==> src/rtl/deck_pkg.sv <==
// Shared pool sizing and batch FSM encoding for the deck manager.
// Pure declarations; no logic, no latency, no flow control.
package deck_pkg;
  localparam int CARD_NUM  = 106;
  localparam int IDX_W     = 7;
  localparam int MAX_BATCH = 14;
  localparam int CNT_W     = 4;

  typedef enum logic [1:0] {
    IDLE,
    REQ,
    WAIT,
    FINISH
  } deck_state_t;
endpackage

==> src/rtl/card_popcount.sv <==
// Counts the set bits of the card pool mask.
// Purely combinational, zero latency; no flow control.
module card_popcount
  import deck_pkg::*;
(
  input  logic [CARD_NUM-1:0] mask,
  output logic [IDX_W-1:0]    count
);

  always_comb begin
    count = '0;
    for (int i = 0; i < CARD_NUM; i++) begin
      count = count + IDX_W'(mask[i]);
    end
  end

endmodule

==> src/rtl/deck_manager.sv <==
// Card pool owner: draws batches through draw_once, streams indices, takes returns (DECK_RETURN_EN).
// Latency: card_valid one cycle after drawer_done; per card >= 2 cycles plus drawer latency.
// Backpressure: waits in REQ while drawer_ready is low; draw_req is only sampled in IDLE.
module deck_manager
  import deck_pkg::*;
(
  input  logic                clk,
  input  logic                rst,
  input  logic                interboard_rst,
  input  logic                draw_req,
  input  logic [CNT_W-1:0]    draw_cnt,
  output logic                busy,
  output logic                card_valid,
  output logic [IDX_W-1:0]    card_idx,
  output logic                batch_done,
  input  logic                ret_valid,
  input  logic [IDX_W-1:0]    ret_idx,
  output logic [IDX_W-1:0]    remaining,
  output logic                empty,
  output logic                err,
  output logic [CARD_NUM-1:0] available_card,
  output logic                draw_one,
  input  logic                drawer_ready,
  input  logic                drawer_done,
  input  logic [IDX_W-1:0]    drawn_idx
);

  localparam int EXT_W = 1 << IDX_W;

  deck_state_t      state, state_nxt;
  logic [CNT_W-1:0] left;
  logic             req_ok;
  logic             clr_en;
  logic             ret_ok;
  logic             ret_err;
  logic [EXT_W-1:0] pool_ext;
  logic [EXT_W-1:0] pool_nxt;

  card_popcount u_popcount (
    .mask  (available_card),
    .count (remaining)
  );

  assign empty    = (remaining == '0);
  assign req_ok   = (draw_cnt != '0) && (draw_cnt <= CNT_W'(MAX_BATCH));
  assign clr_en   = (state == WAIT) && drawer_done && !interboard_rst;
  // Widened so any 7-bit index can be looked up without an out-of-range select.
  assign pool_ext = EXT_W'(available_card);

`ifdef DECK_RETURN_EN
  assign ret_ok  = ret_valid && !interboard_rst && (ret_idx < IDX_W'(CARD_NUM)) &&
                   !pool_ext[ret_idx] && !(clr_en && (drawn_idx == ret_idx));
  assign ret_err = ret_valid && !interboard_rst && !ret_ok;
`else
  logic unused_ret;
  assign unused_ret = ^{ret_valid, ret_idx};
  assign ret_ok     = 1'b0;
  assign ret_err    = 1'b0;
`endif

  // Clear is applied after set so a same-index collision leaves the card drawn.
  always_comb begin
    pool_nxt = pool_ext;
    if (ret_ok) begin
      pool_nxt[ret_idx] = 1'b1;
    end
    if (clr_en) begin
      pool_nxt[drawn_idx] = 1'b0;
    end
  end

  always_ff @(posedge clk or negedge rst) begin
    if (!rst) begin
      state <= IDLE;
    end else if (interboard_rst) begin
      state <= IDLE;
    end else begin
      state <= state_nxt;
    end
  end

  always_comb begin
    state_nxt = state;
    case (state)
      IDLE:    if (draw_req && req_ok) state_nxt = REQ;
      REQ:     if (empty) state_nxt = FINISH;
               else if (drawer_ready) state_nxt = WAIT;
      WAIT:    if (drawer_done) state_nxt = (left == CNT_W'(1)) ? FINISH : REQ;
      FINISH:  state_nxt = IDLE;
      default: state_nxt = IDLE;
    endcase
  end

  always_comb begin
    busy       = (state != IDLE);
    draw_one   = 1'b0;
    batch_done = 1'b0;
    err        = ret_err;
    if (!interboard_rst) begin
      case (state)
        IDLE:    if (draw_req && !req_ok) err = 1'b1;
        REQ:     if (empty) err = 1'b1;
                 else draw_one = drawer_ready;
        FINISH:  batch_done = 1'b1;
        default: ;
      endcase
    end
  end

  always_ff @(posedge clk or negedge rst) begin
    if (!rst) begin
      available_card <= '1;
      left           <= '0;
      card_valid     <= 1'b0;
      card_idx       <= '0;
    end else if (interboard_rst) begin
      available_card <= '1;
      left           <= '0;
      card_valid     <= 1'b0;
      card_idx       <= '0;
    end else begin
      available_card <= pool_nxt[CARD_NUM-1:0];
      card_valid     <= clr_en;
      if (clr_en) begin
        card_idx <= drawn_idx;
        left     <= left - CNT_W'(1);
      end else if ((state == IDLE) && draw_req && req_ok) begin
        left <= draw_cnt;
      end
    end
  end

endmodule

==> config.mk <==
export PLATFORM = sky130hd
export DESIGN_NAME = deck_manager
export DESIGN_NICKNAME = d
export VERILOG_FILES = /design/src/rtl/deck_pkg.sv /design/src/rtl/card_popcount.sv /design/src/rtl/deck_manager.sv
export SDC_FILE = /design/constraint.sdc
export NUM_CORES = 1
export LEC_CHECK = 0
export ABC_AREA = 1
export ABC_CLOCK_PERIOD_IN_PS = 8600
export BUFFER_PORTS_ARGS = -buffer_cell sky130_fd_sc_hd__buf_2
export CELL_PAD_IN_SITES_DETAIL_PLACEMENT = 0
export CELL_PAD_IN_SITES_GLOBAL_PLACEMENT = 2
export CORE_AREA = 2 2 137 172
export CTS_CLUSTER_DIAMETER = 200
export DETAILED_ROUTE_END_ITERATION = 8
export DIE_AREA = 0 0 139 174
export PLACE_DENSITY = 0.85
export SLEW_MARGIN = 20
export SYNTH_ARGS = -nofsm -noshare
export SYNTH_HDL_FRONTEND = slang
export SYNTH_HIERARCHICAL = 1
export SYNTH_SLANG_ARGS = --single-unit
==> constraint.sdc <==
create_clock -name clk -period 8.6 [get_ports clk]
set_clock_uncertainty 0.2 [all_clocks]
set_input_delay 0.86 -clock clk [delete_from_list [all_inputs] [get_ports clk]]
set_output_delay 0.86 -clock clk [all_outputs]
set_load 0.005 [all_outputs]
==> results of run 1 <==
layer usage:
| layer | vias up | part of all wire [%] | global-route usage, % |
|---|---|---|---|
| met5 | - | 0 | 0 |
| met4 | 0 | 2.9 | 7.239 |
| met3 | 41 | 3.6 | 3.444 |
| met2 | 136 | 53 | 35.06 |
| met1 | 2853 | 40 | 23.02 |
| li1 | 2712 | - | - |
sequential cells by signal (all words and copies together) (netlist names):
signal	count
card_idx	7
left	4
card_valid	1
available_card	106
state	2
final cells by class:
class	count	area share [%]
repair buffers	155	8.728
clock inverters	4	0.2406
well taps	288	3.849
multi-input cells	477	41.29
clock buffers	25	5.186
flip-flops and latches	120	33.49
inverters	180	7.217
synth_stat cells, types with 7 or more instances:
master / instances / share of area (%)
inv_1: 178 / 8.6
nor2_1: 133 / 6.4
dfstp_2: 106 / 36
a21oi_1: 99 / 6.4
fa_1: 94 / 24
nand2_1: 57 / 2.8
ha_1: 20 / 3.2
o21ai_0: 15 / 0.97
dfrtp_1: 14 / 4.5
nor2_2: 11 / 0.89
a21oi_2: 10 / 1.1
buf_2: 10 / 0.65
nand3_1: 10 / 0.65
nand4_1: 7 / 0.57
nor3_1: 7 / 0.45
repair_timing:
action                     CTS  global route
resized for setup            1            16
hold buffers                 0             0
gates cloned                 0             0
buffers inserted             0             3
setup endpoints to repair    2             3
pin swaps                    0            14
where the power goes:
part           total (uW)  switching, uW  internal [uW]
combinational        94.2           69.6           24.6
sequential            581           6.03            575
clock                 627            243            384
cell usage in the layout, fill, tap and decap left out, types with 2 or more instances in the layout:
| master | synthesis | routed |
|---|---|---|
| inv_1 | 178 | 170 |
| buf_2 | 10 | 140 |
| nor2_1 | 133 | 130 |
| dfstp_2 | 106 | 106 |
| a21oi_1 | 99 | 99 |
| fa_1 | 94 | 93 |
| nand2_1 | 57 | 57 |
| ha_1 | 20 | 19 |
| clkbuf_16 | 0 | 17 |
| o21ai_0 | 15 | 15 |
| nor2_2 | 11 | 14 |
| dfrtp_1 | 14 | 14 |
| buf_4 | 0 | 14 |
| inv_2 | 2 | 10 |
| nand3_1 | 10 | 10 |
| a21oi_2 | 10 | 10 |
| nand4_1 | 7 | 7 |
| nor3_1 | 7 | 5 |
| clkbuf_1 | 5 | 5 |
| nand2_2 | 4 | 4 |
| clkbuf_8 | 0 | 3 |
| clkinv_2 | 0 | 3 |
| nor3_2 | 0 | 2 |
| nor2_4 | 2 | 2 |
| xnor2_2 | 0 | 2 |
worst max path at each step:
stage                       start        to  slack (ps)  cells after the start
5_1_grt        available_card[59]       err         -30                     27
4_1_cts        available_card[35]       err           9                     28
3_3_place_gp   available_card[35]       err         410                     25
2_1_floorplan  available_card[35]  draw_one         820                     25
3_5_place_dp   available_card[47]       err         380                     27
6_report       available_card[39]       err         260                     25
kinds of logic after synthesis:
family,synth area share [%]
flops,40.47
xor+xnor,0.3392
simple gates,12.90
buf+inv,10.21
fa+ha+maj,27.51
compound gates,8.574
metrics by stage:
stage | TNS, ps | cell area [um2]
6_report | 0 | 9361
5_1_grt | -30.49 | 9361
4_1_cts | 0 | 9303
3_5_place_dp | 0 | 8790
3_3_place_gp | 0 | 8790
2_1_floorplan | 0 | 7749
==> out/metrics.csv, run 1 <==
metric,value,unit
drt first pass iters,4,
YS warnings,6,
initial antenna violation count,0,
fmax,0.1200,GHz
reg2reg setup slack,1330,ps
CP Max Fanout,3,
Peak VDD IR,0.1384,mV
number of port buffers,142,
most frequent CP cell,fa_1,
GRT Overall Usage,19.41,%
via-per-instance ratio,4.597,
Final Max Slew Viols,0,
RD Place Congestion,0.8501,
n_diodes,0,
Yosys reg bits,120,
Fill cells,2329,
register area share after synthesis,40.47,%
grt total ovfl,0,
Detail Route Antenna Nets,0,
Initial Utilization,34.21,%
Multi-input gate area,3865,um2
number of global-route vias before repair,6196,
final setup margin,263.6,ps
Tmin final,8336,ps
Reg-to-Reg End,state[0],
Reg2Reg Depth,27,
RSZ-0062 raised after global routing,true,
number of buffers created by CTS,17,
count of final setup violators,0,
clk_lat worst skew,420,ps
CTS H-tree depth,4,
ys flop type,dfstp_2,
register area,3136,um2
data required time of the critical path,7540,ps
Slew headroom,34.90,%
Sinks on Clock Net,120,
Post-synth EDFFs,0,
num rows,62,
"Avg Cell Area, Syn",9.686,um2
layout cell share with drive strength beyond 1,34.76,%
Max Cap Violations,0,
Yosys cell types,28,
DP HPWL,17.14,mm
slew at the pin closest to its max-slew limit,969.1,ps
largest net degree at the start of global routing,107,
"delay-heaviest family, CP",adder cells,
die width,139,um
leakage,0.004392,uW
Die Ht,174,um
critical path type,flop to primary output,
CTS tree,yes,
Tot Pwr,1303,uW
die area,24190,um2
mapped cell area,7749,um2
Post-Layout Cell Count,1249,
DR DRC count,0,
Vias,5742,
area of the core,22650,um2
min-delay worst type,input pin to async pin,
Root Buffer,clkbuf_16,
"CTS clk-pin slew, worst paths",60,ps
Placed Cells,1217,
DP Worst Slack,375.0,ps
# nets final,1090,
PD cells,139.1,nW/um2
startpoint types,flop,
status,"complete, no violations",
drt initial violations,297,
Synth Instances,800,
Total Wirelength,22.41,mm
first-pass GRT wire length,35.19,mm
Mapped Nets,939,
async set-reset flop share out of synthesis,100.0,%
"Largest stage delay, worst path",590,ps
Worst setup EP type,primary output,
reg2reg start,available_card[39],
period utilisation layout,96.94,%
Area Growth Syn to Fin,20.81,%
Layout Utilization,41.33,%
Clock Tree Buf Depth,2,
IO Count,151,
Fin. Hold Viols,0,
WP buf/inv,8,
"slowest stage cell, crit path",fa_1,
Hold WS,287.2,ps
arrival time at the worst endpoint,7280,ps
WL per Instance,17.95,um
(Power assumes the default switching activity.)
==> run 2, diff against run 1 <==
- RECOVER_POWER: unset -> 25
==> out/metrics.csv, run 2 (synthesis results as in run 1) <==
metric,value,unit,change
area of the core,22650,um2,unchanged
Net Sw Power,316.9,uW,was 318.9 uW
Post-Layout Inst Area,9314,um2,was 9361 um2
Layout Utilization,41.12,%,was 41.33%
final setup margin,258.9,ps,was 263.6 ps
# nets final,1090,,unchanged
Root Buffer,clkbuf_16,,unchanged
Area Growth Syn to Fin,20.20,%,was 20.81%
"most common cell after layout, fill and taps aside",inv_1,,unchanged
WL per Instance,17.90,um,was 17.95 um
min-delay worst type,flop to flop,,was input pin to async pin
most frequent cells in the layout,"inv_1, nor2_1, buf_2, dfstp_2, a21oi_1",,"was inv_1, buf_2, nor2_1, dfstp_2, a21oi_1"
num rows,62,,unchanged
GRT Overall Usage,19.41,%,unchanged
RD Place Congestion,0.8501,,unchanged
violated checks,"max-capacitance violations, max-slew violations",,
largest net degree at the start of global routing,107,,unchanged
min-delay src,card_idx[6],,
RSZ-0062 raised after global routing,true,,unchanged
Sinks on Clock Net,120,,unchanged
Peak VDD IR,0.1371,mV,was 0.1384 mV
number of global-route vias before repair,6196,,unchanged
layout cell share with drive strength beyond 1,33.30,%,was 34.76%
Largest Register,available_card,,unchanged
arrival time at the worst endpoint,7280,ps,about the same
period utilisation layout,96.99,%,was 96.94%
Logic pwr share,7.1,%,was 7.2%
data required time of the critical path,7540,ps,about the same
Detail Route Antenna Nets,0,,unchanged
sw frac,24.38,%,was 24.48%
Hold WS,287.3,ps,was 287.2 ps
leakage,0.004380,uW,was 0.004392 uW
first-pass GRT wire length,35.19,mm,unchanged
critical path type,flop to primary output,,unchanged
fmax,0.1199,GHz,was 0.1200 GHz
IO Count,151,,unchanged
CP startpoint,available_card[59],,was available_card[39]
reg2reg start,available_card[59],,was available_card[39]
Int Power,983.2,uW,was 983.6 uW
count of final setup violators,0,,unchanged
n_diodes,0,,unchanged
drt initial violations,297,,unchanged
Worst setup EP type,primary output,,unchanged
status,"finished, violations left",,"was complete, no violations"
DP HPWL,17.14,mm,unchanged
CTS H-tree depth,4,,unchanged
PD cells,139.6,nW/um2,was 139.1 nW/um2
clk_lat worst skew,420,ps,about the same
die width,139,um,unchanged
Clock Tree Buf Depth,2,,unchanged
Largest regs,"available_card x106, card_idx x7, left x4",,unchanged
"CTS clk-pin slew, worst paths",60,ps,about the same
number of buffers created by CTS,17,,unchanged
Max Cap Violations,1,,was 0
Tmin final,8341,ps,was 8336 ps
Slew headroom,-92.59,%,was 34.90%
startpoint types,flop,,unchanged
Vias,5758,,"was 5,742"
Seq pwr share,44.7,%,was 44.6%
Total Wirelength,22.36,mm,was 22.41 mm
die area,24190,um2,unchanged
Initial Utilization,34.21,%,unchanged
Fin. Hold Viols,0,,unchanged
Largest register FFs,106,,unchanged
drt first pass iters,4,,unchanged
Final Max Slew Viols,50,,was 0
clock share of power,48.2,%,was 48.1%
initial antenna violation count,0,,unchanged
via-per-instance ratio,4.610,,was 4.597
CP Max Fanout,3,,unchanged
Placement Cell Area,8790,um2,unchanged
slew at the pin closest to its max-slew limit,2889,ps,was 969.1 ps
grt total ovfl,0,,unchanged
Die Ht,174,um,unchanged
DP Worst Slack,375.0,ps,unchanged
CTS tree,yes,,unchanged
DR DRC count,0,,unchanged
number of port buffers,142,,unchanged
==> run 2: cell types whose count changed in the layout (fill, tap and decap cells not counted), sizes merged <==
cell / before / now
clkbuf: 25 / 26
buf: 155 / 154
==> run 2: area by class of cell <==
cell class,count,area (um2)
Inverter,180,675.6
Sequential cell,120,3136
Clock inverter,4,22.52
Tap cell,288,360.3
Multi-Input combinational cell,477,3821
Fill cell,2343,13340
Clock buffer,25,485.5
Timing Repair Buffer,155,813.3
==> run 2: through the flow <==
step / instances / total power, uW / TNS (ps)
floorplan: 800 / 639.2 / 0
detailed placement: 1217 / 683.9 / 0
global placement: 1217 / 683.5 / 0
finish: 1249 / 1300 / 0
CTS: 1246 / 1315 / 0
global route: 1249 / 1355 / -30.49
==> run 2: repair_timing <==
action / CTS / global route
gates resized for setup: 1 / 16
hold buffers: 0 / 0
buffers inserted: 0 / 3
endpoints found under the setup margin: 2 / 3
pin swaps: 0 / 14
gates cloned: 0 / 0
==> run 2: final timing paths <==
path,cells past startpoint,endpoint,slack (ps)
worst max register to register,29,state[0],1320
worst min register to register,2,card_idx[6],290
worst max-delay path,27,err,260
min in group asynchronous,1,state[1],1190
max in group asynchronous,2,available_card[24],5010
worst min-delay path,2,card_idx[6],290
==> run 2: power by group through the flow <==
stage	Sequential [uW]	Clock, uW	Combinational, uW
finish	581	626	92.4
global route	582	666	106
CTS	581	639	95.3
detailed placement	589	0	94.9
global placement	589	0	94.5
floorplan	588	0	51.1
==> run 2: worst max-delay path, cell delays in order, from the launching register on <==
cell and delay [ps]:
dfstp_2 550, inv_2 40, fa_1 520, inv_1 50, fa_1 500, inv_2 40
fa_1 550, inv_2 60, fa_1 470, inv_1 50, fa_1 490, inv_2 40
fa_1 530, fa_1 440, fa_1 490, inv_1 50, fa_1 420, inv_1 60
ha_2 170, inv_2 40, fa_2 380, nor2_2 110, nor2_2 50, xnor2_2 140
nor3_2 240, nand3b_1 130, a21oi_1 130, buf_2 120
==> run 2: routing by layer <==
layer / share of wire (%) / vias up / routed length (um) / global-route usage [%]
met5: 0 / - / 0 / 0
met1: 40 / 2866 / 8945 / 23.02
li1: - / 2712 / - / -
met3: 3.4 / 42 / 763 / 3.444
met2: 53 / 138 / 11960 / 35.06
met4: 3.1 / 0 / 689 / 7.239
